==> src/rtl/alu_arbiter.sv <==
// Round-robin front end that serialises two requesters onto a shared registered
// ALU, waits out its pipeline latency and returns each result as a one-cycle pulse.
module alu_arbiter #(
  parameter int unsigned DATA_W  = 3,
  parameter int unsigned OP_W    = 4,
  parameter int unsigned RES_W   = 6,
  parameter int unsigned ALU_LAT = 1
) (
  input  logic              clk,
  input  logic              rst,
  input  logic              req0_valid,
  output logic              req0_ready,
  input  logic [DATA_W-1:0] req0_a,
  input  logic [DATA_W-1:0] req0_b,
  input  logic [OP_W-1:0]   req0_op,
  input  logic              req1_valid,
  output logic              req1_ready,
  input  logic [DATA_W-1:0] req1_a,
  input  logic [DATA_W-1:0] req1_b,
  input  logic [OP_W-1:0]   req1_op,
  output logic              rsp0_valid,
  output logic              rsp1_valid,
  output logic [RES_W-1:0]  rsp_result,
  output logic              rsp_err,
  output logic              busy,
  output logic [DATA_W-1:0] alu_a,
  output logic [DATA_W-1:0] alu_b,
  output logic [OP_W-1:0]   alu_opcode,
  input  logic [RES_W-1:0]  alu_result
);

  localparam int unsigned CNT_W = 3;
  localparam logic [OP_W-1:0] OP_FIRST = OP_W'(1);
  localparam logic [OP_W-1:0] OP_LAST  = OP_W'(12);

  typedef enum logic [1:0] {IDLE, ISSUE, CAPTURE, RESP} state_t;

  state_t            state;
  logic              prio;
  logic              owner;
  logic [CNT_W-1:0]  cnt;
  logic              accept;
  logic              grant1;
  logic              legal;
  logic [DATA_W-1:0] sel_a;
  logic [DATA_W-1:0] sel_b;
  logic [OP_W-1:0]   sel_op;

  // Winner selection; ready is only offered in IDLE and never while in reset.
  always_comb begin
    accept = (state == IDLE) && !rst && (req0_valid || req1_valid);
    grant1 = req1_valid && (!req0_valid || prio);
    sel_a  = grant1 ? req1_a  : req0_a;
    sel_b  = grant1 ? req1_b  : req0_b;
    sel_op = grant1 ? req1_op : req0_op;
    legal  = (sel_op >= OP_FIRST) && (sel_op <= OP_LAST);
  end

  assign req0_ready = accept && !grant1;
  assign req1_ready = accept && grant1;

  always_ff @(posedge clk or posedge rst) begin
    if (rst) begin
      state      <= IDLE;
      prio       <= 1'b0;
      owner      <= 1'b0;
      cnt        <= '0;
      busy       <= 1'b0;
      alu_a      <= '0;
      alu_b      <= '0;
      alu_opcode <= '0;
      rsp_result <= '0;
      rsp_err    <= 1'b0;
      rsp0_valid <= 1'b0;
      rsp1_valid <= 1'b0;
    end else begin
      case (state)
        IDLE: begin
          if (accept) begin
            prio  <= !grant1;
            owner <= grant1;
            busy  <= 1'b1;
            if (legal) begin
              alu_a      <= sel_a;
              alu_b      <= sel_b;
              alu_opcode <= sel_op;
              cnt        <= CNT_W'(ALU_LAT - 1);
              state      <= ISSUE;
            end else begin
              // Illegal opcode: answer straight away, leave the ALU untouched.
              rsp_result <= '0;
              rsp_err    <= 1'b1;
              rsp0_valid <= !grant1;
              rsp1_valid <= grant1;
              state      <= RESP;
            end
          end
        end
        ISSUE: begin
          if (cnt == '0) state <= CAPTURE;
          else           cnt   <= cnt - CNT_W'(1);
        end
        CAPTURE: begin
          rsp_result <= alu_result;
          rsp_err    <= 1'b0;
          rsp0_valid <= !owner;
          rsp1_valid <= owner;
          state      <= RESP;
        end
        RESP: begin
          rsp0_valid <= 1'b0;
          rsp1_valid <= 1'b0;
          busy       <= 1'b0;
          state      <= IDLE;
        end
        default: state <= IDLE;
      endcase
    end
  end

endmodule
==> config.mk <==
export PLATFORM = sky130hd
export DESIGN_NAME = alu_arbiter
export DESIGN_NICKNAME = d
export VERILOG_FILES = /design/src/rtl/alu_arbiter.sv
export SDC_FILE = /design/constraint.sdc
export NUM_CORES = 1
export LEC_CHECK = 0
export BUFFER_PORTS_ARGS = -buffer_cell sky130_fd_sc_hd__buf_2
export CAP_MARGIN = 10
export CORE_MARGIN = 5
export CORE_UTILIZATION = 53
export DETAILED_ROUTE_END_ITERATION = 8
export PLACE_DENSITY_LB_ADDON = 0.25
export SLEW_MARGIN = 5
export SYNTH_ARGS = -nofsm -noshare
export SYNTH_HDL_FRONTEND = slang
export SYNTH_SLANG_ARGS = --single-unit
==> constraint.sdc <==
create_clock -name clk -period 4.7 [get_ports clk]
set_input_delay 1.41 -clock clk [delete_from_list [all_inputs] [get_ports clk]]
set_output_delay 1.41 -clock clk [all_outputs]
set_load 0.05 [all_outputs]
==> metrics.yaml <==
status:
  outcome: "complete, no violations"
routing:
  routed_wl_um: 3553
  vias: 1352
  ant_nets: 0
  drc_errors: 0
  viasPerCell: 5.778
  drt-initial-drc-count: 58
  drtPass1Iterations: 4
  wl_per_cell_um: 15.18
global_routing:
  grt_max_degree: 28
  met2_usage_pct: 33.94
  antenna_found_initial: 0
  gr-usage-met3_pct: 3.957
  grt_busiest_layer: "met2"
  grt_pass1_vias: 1324
  overflow: 0
  met1_usage_pct: 23.05
  grt_use_total_pct: 19.29
  grt_pass1_wl_um: 6203
pwr:
  total_power_uw: 1368
  p_leak_uw: 0.0009110
  ir_worst_vdd_v: 0.0005712
  p_per_area_mw_per_mm2: 771.3
flow_run:
  cap_violations: 0
sta:
  finalHoldViolCount: 0
  slew_headroom_pct: 66.15
  skew_ns: 0.002305
  rsz0062_at_grt: "no"
  post-route-period-util_pct: 83.10
  drv_slew: 0
  worst_pin_slew_ns: 0.5032
  finalSetupViolations: 0
  fin_crit_ns: 3.905
  whs_ns: 0.5138
  setup_tns_ns: 0
  max_freq_mhz: 256.0
synthesis:
  syn-num-nets: 188
  avgSynthCellArea_sq_um: 9.678
  synth_top_cell_area_share_pct: 46.23
  syn_area_sq_mm: 0.001461
  synth_top_area_cell: "dfrtp_1"
  synth_warnings: 0
  ys_ff_latch: 27
  ys_async_sr_fraction_pct: 100.0
  synth-edff-count: 0
  synth_commonest_cells: "dfrtp_1, nor2_1, nand2_1"
  synth.most_common_cell: "dfrtp_1"
  seq_area_frac_synth_pct: 46.23
  synthFlopType: "dfrtp_1"
  yosys-top-cells-area: "dfrtp_1, ha_1, nor2_1"
  syn_inst: 151
  ys_types: 38
clock_network:
  cts_setup_buffers: 0
  tritoncts: "built"
  htreeDepth: 1
  clockRootBuffer: "clkbuf_4"
  clock_latency_ns: 0.33
  cts_made_buffers: 3
  cts_resized: 0
  clk_pin_slew_worst_paths_ns: 0.14
  clockBufferDepth: 2
  ctsHoldBuffers: 0
  cts.sinks: 27
setup_path:
  start_kind: "primary input"
  critical_path.endpoint_type: "primary output"
  crit_slowest_cell: "buf_2"
  timing.rr.end: "cnt[1]"
  crit_required_ns: 3.29
  criticalPathCategory: "primary input to primary output"
  r2r-start: "state[0]"
  crit_fanout: 11
  cpLargestDelayFamily: "simple AND/OR/NAND/NOR gates"
  path_depth: 5
  cp_slowest_stage_delay_ns: 0.31
  r2r_cells: 6
  rrSetupSlack_ns: 2.38
  cp.arrival_ns: 2.50
  cp_cell_sequence: "buf_2 > nand2b_1 > nand2_1 > nor2_1 > buf_2"
  crit_path_frequent_cell: "buf_2"
  path_buf_inv: 2
final_layout:
  fin_cells: 234
  final_layout_size_suffix_gt1_share_pct: 31.53
  syn2layout_area_growth_pct: 21.40
  multi_input_area_sq_um: 716.9
  utilization_pct: 65.47
  nets: 241
  regArea_sq_um: 675.6
  fillers: 238
  diodes: 0
floorplanning:
  placeableCoreArea_sq_mm: 0.002710
  start_util_pct: 53.92
  rows: 19
  die_w_um: 62.51
  dieArea_sq_mm: 0.003908
  die_h_um: 62.51
  io_pins: 52
place:
  place_congestion: 0.8463
  hpwlAfterDp_um: 2776
  io_buffers: 51
  dp_cells: 230
worst_hold_path:
  min_path_type: "register to register"
  hold_start: "rsp_result[4]"
  hold_end: "rsp_result[4]"
  worstHoldPathCells: 1
[metal layers]
layer | routed length [um] | vias up
li1 | - | 643
met1 | 1500 | 669
met2 | 1804 | 33
met3 | 185 | 7
met4 | 63 | 0
met5 | 0 | -
[layout by cell type, fill, tap and decap left out, types with 4 or more instances in the layout]
master    count
ha_1          7
nand2b_1      4
dfrtp_1      27
mux2i_1       4
nor2b_1       5
a21oi_1       9
buf_2        51
nand2_1      15
inv_1        10
nor2_1       21
a31oi_1       6
[how the worst max path moves through the flow]
stage                           from          to  slack [ns]
after floorplan                  rst  req1_ready        0.14
after global placement    req0_valid  req1_ready        0.82
after detailed placement  req0_valid  req1_ready        0.82
after CTS                 req0_valid  req1_ready        0.81
after global routing      req0_valid  req1_ready        0.71
final                     req0_valid  req1_ready        0.79
[power breakdown]
part	internal, uW	leakage, uW	total (uW)	switching (uW)
Clock	32.0	0.0000177	100	68.2
Sequential	346	0.000321	414	68.1
Combinational	272	0.000572	854	582
Total	651	0.000911	1370	718
[layout make-up]
cell class / instances / area share (%)
Timing Repair Buffer: 54 / 15.66
Tap cell: 31 / 2.186
Inverter: 10 / 2.116
Multi-Input combinational cell: 108 / 40.41
Clock buffer: 3 / 1.269
Sequential cell: 27 / 38.08
Clock inverter: 1 / 0.2821
[state kept, by name, indices dropped and copies added, names as in the netlist]
signal      cells
state           2
rsp_err         1
rsp0_valid      1
alu_b           3
cnt             3
alu_opcode      4
busy            1
rsp_result      6
owner           1
alu_a           3
rsp1_valid      1
prio            1
[cells by family after synthesis]
kind of cell,count (synthesis),synth area share (%)
compound gates,43,22.69
fa+ha+maj,7,5.993
buf+inv,16,4.708
flops,27,46.23
mux,4,2.740
simple gates,54,17.64
[metrics by stage]
| step | cell area, sq um | setup WS (ns) |
|---|---|---|
| 2_1_floorplan | 1461 | 0.1423 |
| 3_3_place_gp | 1747 | 0.8210 |
| 3_5_place_dp | 1747 | 0.8177 |
| 4_1_cts | 1774 | 0.8093 |
| 5_1_grt | 1774 | 0.7129 |
| 6_report | 1774 | 0.7945 |
No activity file was read; power rests on OpenSTA's default activity.
